File: config.mk
export PLATFORM = sky130hd
export DESIGN_NAME = pc_fetch_reg
export DESIGN_NICKNAME = d
export VERILOG_FILES = /design/src/rtl/fetch_pkg.sv /design/src/rtl/pc_adder.sv /design/src/rtl/pc_fetch_reg.sv
export SDC_FILE = /design/constraint.sdc
export NUM_CORES = 1
export LEC_CHECK = 0
export ABC_AREA = 1
export CAP_MARGIN = 10
export CELL_PAD_IN_SITES_DETAIL_PLACEMENT = 0
export CELL_PAD_IN_SITES_GLOBAL_PLACEMENT = 2
export CORE_MARGIN = 4
export CORE_UTILIZATION = 33
export CTS_BUF_LIST = sky130_fd_sc_hd__clkbuf_16
export DETAILED_ROUTE_END_ITERATION = 16
export DONT_BUFFER_PORTS = 1
export GPL_TIMING_DRIVEN = 0
export PLACE_DENSITY_LB_ADDON = 0.25
export RECOVER_POWER = 100
export SETUP_SLACK_MARGIN = 0.1
export SLEW_MARGIN = 25
export SYNTH_ARGS = -nofsm -noshare
export SYNTH_HDL_FRONTEND = slang
export SYNTH_SLANG_ARGS = --single-unit
File: constraint.sdc
create_clock -name clk -period 2 [get_ports clk]
set_clock_uncertainty 0.05 [all_clocks]
set_input_delay 0.2 -clock clk [delete_from_list [all_inputs] [get_ports clk]]
set_output_delay 0.2 -clock clk [all_outputs]
set_load 0.01 [all_outputs]
File: src/rtl/fetch_pkg.sv
// Shared fetch-stage definitions: sequencer states and PC constants,
// also used by the PC mux and the IF/ID stage.
package fetch_pkg;

   typedef enum logic [1:0] {
      S_IDLE = 2'd0,
      S_REQ  = 2'd1,
      S_WAIT = 2'd2,
      S_HOLD = 2'd3
   } fetch_state_t;

   localparam int unsigned PC_STEP          = 4;
   localparam logic [31:0] DEFAULT_RESET_PC = 32'h0000_0000;

endpackage

File: src/rtl/pc_adder.sv
// Sequential-PC incrementer (pc + PC_STEP, wrapping at 2^ADDR_W);
// also reused by the branch-target path.
module pc_adder
   import fetch_pkg::*;
#(
   parameter int ADDR_W = 32
) (
   input  logic [ADDR_W-1:0] i_pc,
   output logic [ADDR_W-1:0] o_pc_plus4
);

   assign o_pc_plus4 = i_pc + ADDR_W'(PC_STEP);

endmodule

File: src/rtl/pc_fetch_reg.sv
// PC register and single-outstanding fetch sequencer feeding IF/ID.
//
// state  | meaning
// S_IDLE | just out of reset, no request issued yet
// S_REQ  | request for pc presented to instruction memory
// S_WAIT | request accepted, waiting for the response word
// S_HOLD | fetched word presented to IF/ID until consumed
module pc_fetch_reg
   import fetch_pkg::*;
#(
   parameter int                 ADDR_W   = 32,
   parameter int                 DATA_W   = 32,
   parameter logic [ADDR_W-1:0]  RESET_PC = ADDR_W'(DEFAULT_RESET_PC)
) (
   input  logic              clk,
   input  logic              rst,
   input  logic [ADDR_W-1:0] next_pc,
   input  logic              redirect,
   output logic [ADDR_W-1:0] pc,
   output logic [ADDR_W-1:0] pc_plus4,
   output logic              imem_req_valid,
   output logic [ADDR_W-1:0] imem_req_addr,
   input  logic              imem_req_ready,
   input  logic              imem_rsp_valid,
   input  logic [DATA_W-1:0] imem_rsp_data,
   output logic              if_valid,
   output logic [DATA_W-1:0] if_instr,
   output logic [ADDR_W-1:0] if_pc,
   input  logic              if_ready
);

   fetch_state_t      r_state;
   logic [ADDR_W-1:0] r_pc;
   logic [ADDR_W-1:0] r_req_pc;
   logic [ADDR_W-1:0] r_if_pc;
   logic [DATA_W-1:0] r_if_instr;
   logic              r_squash;

   logic [ADDR_W-1:0] w_next_pc_al;
   logic [ADDR_W-1:0] w_pc_plus4;

   // Loaded PCs are always word aligned, whatever the mux presents.
   assign w_next_pc_al = next_pc & ~ADDR_W'(3);

   pc_adder #(.ADDR_W(ADDR_W)) u_pc_adder (
      .i_pc       (r_pc),
      .o_pc_plus4 (w_pc_plus4)
   );

   assign pc             = r_pc;
   assign pc_plus4       = w_pc_plus4;
   assign imem_req_valid = (r_state == S_REQ);
   assign imem_req_addr  = r_pc;
   assign if_valid       = (r_state == S_HOLD);
   assign if_instr       = r_if_instr;
   assign if_pc          = r_if_pc;

   always_ff @(posedge clk) begin
      if (rst) begin
         r_state    <= S_IDLE;
         r_pc       <= RESET_PC;
         r_req_pc   <= '0;
         r_if_pc    <= '0;
         r_if_instr <= '0;
         r_squash   <= 1'b0;
      end else begin
         case (r_state)
            S_IDLE: r_state <= S_REQ;
            S_REQ: begin
               if (redirect || imem_req_ready) r_pc <= w_next_pc_al;
               if (imem_req_ready) begin
                  r_req_pc <= r_pc;
                  r_squash <= redirect;
                  r_state  <= S_WAIT;
               end
            end
            S_WAIT: begin
               if (redirect) r_pc <= w_next_pc_al;
               if (imem_rsp_valid) begin
                  // A stale or redirected word is dropped and fetch restarts at pc.
                  if (r_squash || redirect) begin
                     r_squash <= 1'b0;
                     r_state  <= S_REQ;
                  end else begin
                     r_if_instr <= imem_rsp_data;
                     r_if_pc    <= r_req_pc;
                     r_state    <= S_HOLD;
                  end
               end else if (redirect) begin
                  r_squash <= 1'b1;
               end
            end
            S_HOLD: begin
               if (redirect) begin
                  r_pc    <= w_next_pc_al;
                  r_state <= S_REQ;
               end else if (if_ready) begin
                  r_state <= S_REQ;
               end
            end
            default: r_state <= S_IDLE;
         endcase
      end
   end

endmodule

# [Word-level counts from Yosys, hierarchy flattened]
# Index checks and enable logic that the tools add are counted.
# W data, S select, Z words.
[totals] register_bits=131 input_bits=70 out_inout_bits=162 wordCells=43
[classes] n_addsub=1 eq_ne=10 muxes=14 bitwise_logic=1 n_reduce_logical=11
[ops] operator="$mux W32" n=2
[ops] operator="$pmux W32 S2" n=1
[ops] operator="$add A32 B3 Y32 const B" n=1
[ops] operator="$mux W2" n=5
[ops] operator="$reduce_and A3 Y1" n=3
[ops] operator="$pmux W2 S4" n=1
[ops] operator="$ne A2 B1 Y1 const B" n=3
[ops] operator="$ne A3 B3 Y1 const B" n=2
[ops] operator="$eq A2 B2 Y1 const B" n=2
[ops] operator="$mux W1" n=4
[ops] operator="$reduce_and A4 Y1" n=1
[ops] operator="$reduce_bool A2 Y1" n=2
[ops] operator="$ne A3 B2 Y1 const B" n=1
[ops] operator="$eq A2 B1 Y1 const B" n=1
[ops] operator="$logic_not A2 Y1" n=1
[ops] operator="$logic_or A1 B1 Y1" n=2
[ops] operator="$ne A2 B2 Y1 const B" n=1
[ops] operator="$pmux W1 S2" n=1
[ops] operator="$reduce_and A2 Y1" n=1
[ops] operator="$reduce_or A2 Y1" n=1
[ops] operator="$not A1 Y1" n=1

# [Depth between registers and ports, before layout]
[depth] ltp_word=4 ltp_mapped=9 ltp_nobuf=9

# [By module]
# Synthesis repeated with hierarchy kept, for this count alone.
[hier_totals] cells_unflattened=895 hier_area_um2=6120.9
[modules_own_cells] module="pc_fetch_reg" instances=1 cells_each=718 area_each_um2=5211.2 seq_area_each_um2=2502.4
[modules_own_cells] module="pc_adder" instances=1 cells_each=177 area_each_um2=909.6 seq_area_each_um2=0.0

# [Worst setup path after synthesis]
# Ideal clock, no wire load.
[synth_path] kind="reg2out" from="reg r_pc[3] (netlist: imem_req_addr[3])" to="out pc_plus4[12]" arrival_ps=1401 required_ps=1750 setup_slack_ps=349 stages_incl_launch_ff=7 path_buffers=0 path_cell_list="dfxtp_1 > ha_1 > nand3_1 > inv_2 > nand2_1 > nor2_1 > xor2_1"
[synth_between] elab_chain_len=1
[synth_rtl] element="from (decl)" line_no="pc_fetch_reg.sv:33" source="logic [ADDR_W-1:0] r_pc;"
[synth_rtl] element="from (signal assigned)" line_no="pc_fetch_reg.sv:70" source="if (redirect || imem_req_ready) r_pc <= w_next_pc_al;"
[synth_rtl] element="from (signal assigned)" line_no="pc_fetch_reg.sv:78" source="if (redirect) r_pc <= w_next_pc_al;"
[synth_rtl] element="from (signal assigned)" line_no="pc_fetch_reg.sv:95" source="r_pc <= w_next_pc_al;"
[synth_rtl] element="$add A32 B3 Y32" line_no="pc_adder.sv:12" source="assign o_pc_plus4 = i_pc + ADDR_W'(PC_STEP);"
[synth_rtl] element="to (decl)" line_no="pc_fetch_reg.sv:20" source="output logic [ADDR_W-1:0] pc_plus4,"
# Every way passes these cells.

# [Worst setup path after layout]
[layout_path] from="reg r_pc[3] (netlist: imem_req_addr[3])" to="out pc_plus4[28]"
# Same word-level chain as after synthesis.

==> flow_metrics.tcl <==
set metrics [dict create \
    status "finished, final reports clean" \
    avgSynthCellArea_um2 7.06 \
    syn-cell-area_um2 5710 \
    cts_tree "yes" \
    finish.utilization_pct 46.1 \
    async_reset_ff_share_pct 0 \
    place_area_um2 6010 \
    synthTopCellsByCount "nand2_1 (150), dfxtp_1 (125), nor2_1 (108)" \
    io_buffers 0 \
    syn_inst 809 \
    worstPathArrival_ps 1710 \
    critical_path.max_fanout 6 \
    vias 5322 \
    hold_path.startpoint "if_ready" \
    max_freq_mhz 510 \
    drive_gt1_share_pct 21.4 \
    grt_max_degree 17 \
    wl_per_cell_um 16.8 \
    ys_warn_count 0 \
    r2r_start "r_state[0]$_SDFFE_PP0P_" \
    required_ps 1750 \
    path_buf_inv 1 \
    endpoint_kind "output pin" \
    cts.reportedPaths.clkPinSlew_ps 60 \
    cts.sinks 125 \
    antenna_cells 0 \
    cp-start-kind "flip-flop" \
    wl_um 19000 \
    ys_seq_area_share_pct 43.8 \
    finalMaxSlewViolations 0 \
    ios 232 \
    grt_pass1_vias 5227 \
    grt_antenna_before_repair 0 \
    yosysTopAreaCellShare_pct 43.8 \
    cts_made_buffers 17 \
    synth-seq-cells 125 \
    grtUsageTotal_pct 19.1 \
    cp.depth 7 \
    die_w_um 140 \
    yosysMostFrequentCell "nand2_1" \
    p_leak_nw 3.02 \
    drv_cap 0 \
    startpoint "imem_req_addr[3]$_SDFFE_PP0P_" \
    yosys.area.top_type "dfxtp_1" \
    insertion_delay_ps 420 \
    n_fill_cell 1727 \
    irDropWorstVdd_mv 0.572 \
    clockBufferDepth 2 \
    setup_slack_ps 39.8 \
    gr-total-overflow 0 \
    crit_family "simple AND/OR/NAND/NOR gates" \
    hold_path_class "input port to flip-flop" \
    fin_crit_sh_pct 98.0 \
    core_um2 16800 \
    dr.pass1.iters 4 \
    synth_edf_count 0 \
    slowest_delay_ps 420 \
    drt_iter0_markers 166 \
    tightest_slew_ps 535 \
    root_buffer "clkbuf_16" \
    yosys-top-cells-area "dfxtp_1 (44%), nand2_1 (9.9%), o21ai_0 (8.2%), a21oi_1 (8.2%), nor2_1 (7.1%)" \
    holdWs_ps 26.8 \
    placementRows 47 \
    final_hold_viol_count 0 \
    start_util_pct 34.1 \
    crit_path_cell_trace "ha_4, nand3_4, inv_4, nand2_8, nor2_4, nand3_1, nand2_2" \
    relSlewSlack_pct 64.3 \
    place_ws_ps -121 \
    min_delay_path_depth 4 \
    rsz0062_at_grt "yes" \
    synth.distinct_cells 23 \
    critical_path_class "flip-flop to output pin" \
    dp_hpwl_um 14400 \
    setup_violations 0 \
    area_growth_pct 35.2 \
    grt_pass1_wl_um 29400 \
    ys.flop_type "dfxtp_1" \
    p_per_area_nw_per_um2 963 \
    crit_path_top_delay_cell "dfxtp_4" \
    place.gp.congestion 0.836 \
    cts.htree.levels 4 \
    nets 978 \
    design_area_um2 7720 \
    dieArea_um2 19500 \
    die_y_um 140 \
    drc 0 \
    power_w 0.00743 \
    period_needed_ps 1960 \
    ant_nets 0 \
    worst_r2r_path_depth 8 \
    routed_via_density 4.69 \
]
[path summary, 6_finish.rpt]
kind | to | slack [ps]
setup / recovery | pc_plus4[28] | 40
hold / removal | r_state[0]$_SDFFE_PP0P_ | 30
setup reg to reg | imem_req_addr[7]$_SDFFE_PP0P_ | 270
hold reg to reg | r_req_pc[17]$_SDFFE_PP0P_ | 430
[sequential cells by signal, summed over array words and instances (netlist names)]
signal         count
r_state            2
if_pc             30
r_req_pc          30
imem_req_addr     30
if_instr          32
r_squash           1
[cell type report]
class / instances / area (um2) / area share (%)
Clock buffer: 17 / 425 / 5.51
Tap cell: 220 / 275 / 3.56
Timing Repair Buffer: 67 / 658 / 8.52
Clock inverter: 14 / 153 / 1.98
Multi-Input combinational cell: 511 / 2750 / 35.5
Buffer: 76 / 493 / 6.38
Inverter: 104 / 393 / 5.09
Sequential cell: 125 / 2580 / 33.4
[timing repair]
action / CTS / global route
gates resized for setup: 79 / 79
setup endpoints to repair: 89 / 128
hold buffers: 62 / 0
pin swaps: 9 / 11
hold endpoints to repair: 62 / 0
buffers inserted: 3 / 2
[report_power, final]
group / internal (W) / switching, W / total, W
sequential: 0.00272 / 0.000365 / 0.00308
clock: 0.00193 / 0.00112 / 0.00305
combinational: 0.000519 / 0.000781 / 0.00130
total: 0.00517 / 0.00227 / 0.00743
[metal layers]
metal	vias to the layer above	global-route usage, %	routed length (um)
met5	-	0	0
met4	0	6.88	292
met3	20	6.86	1610
met2	198	29.4	8440
met1	2404	24.8	8690
li1	2700	-	-
[placed cells by master, fill, tap and decap left out, types with 3 or more instances in the layout]
cell type / netlist / routed
xor2_2: 0 / 7
o21ai_0: 94 / 90
dfxtp_2: 0 / 11
ha_1: 6 / 4
bufinv_16: 0 / 3
inv_1: 98 / 98
dlygate4sd3_1: 0 / 62
dfxtp_1: 125 / 97
clkbuf_2: 0 / 8
inv_2: 6 / 5
conb_1: 1 / 8
xor2_1: 15 / 5
buf_6: 3 / 4
buf_4: 39 / 44
clkinv_1: 0 / 4
a21oi_1: 93 / 93
xor2_4: 0 / 3
nor2_2: 3 / 12
clkbuf_4: 0 / 4
nand3_1: 19 / 15
nand2_2: 0 / 23
clkbuf_1: 23 / 15
nand2_1: 150 / 126
dfxtp_4: 0 / 17
nor2_1: 108 / 85
clkinv_2: 0 / 3
nand4_1: 9 / 9
buf_2: 10 / 5
nor2_4: 0 / 14
nand3_4: 1 / 4
nand3_2: 2 / 3
o21ai_1: 0 / 4
clkbuf_16: 0 / 17
[stage by stage]
| step | TNS (ps) | cells |
|---|---|---|
| 2_1_floorplan | 0 | 816 |
| 3_3_place_gp | -246 | 1036 |
| 3_5_place_dp | -269 | 1036 |
| 4_1_cts | 0 | 1132 |
| 5_1_grt | -397 | 1134 |
| 6_report | 0 | 1134 |
[worst register-to-register path, stage by stage, from the launching register on]
cell and delay [ps]:
dfxtp_2 360, inv_1 80, ha_1 220, buf_6 140, o21ai_4 170, nand3_4 170
clkbuf_4 230, nor2_1 150, nor2_1 70
[kinds of logic (layout without fill, tap and decap cells)]
logic type	after synthesis	after routing	share of synthesized area, %
simple gates	294	294	20.8
compound gates	188	188	16.7
buf+inv	180	278	15.0
flops	125	125	43.8
xor+xnor	15	15	2.30
fa+ha+maj	6	6	1.31
other cells	1	8	0.0657
Note: power is estimated with default switching activity, not from simulation.
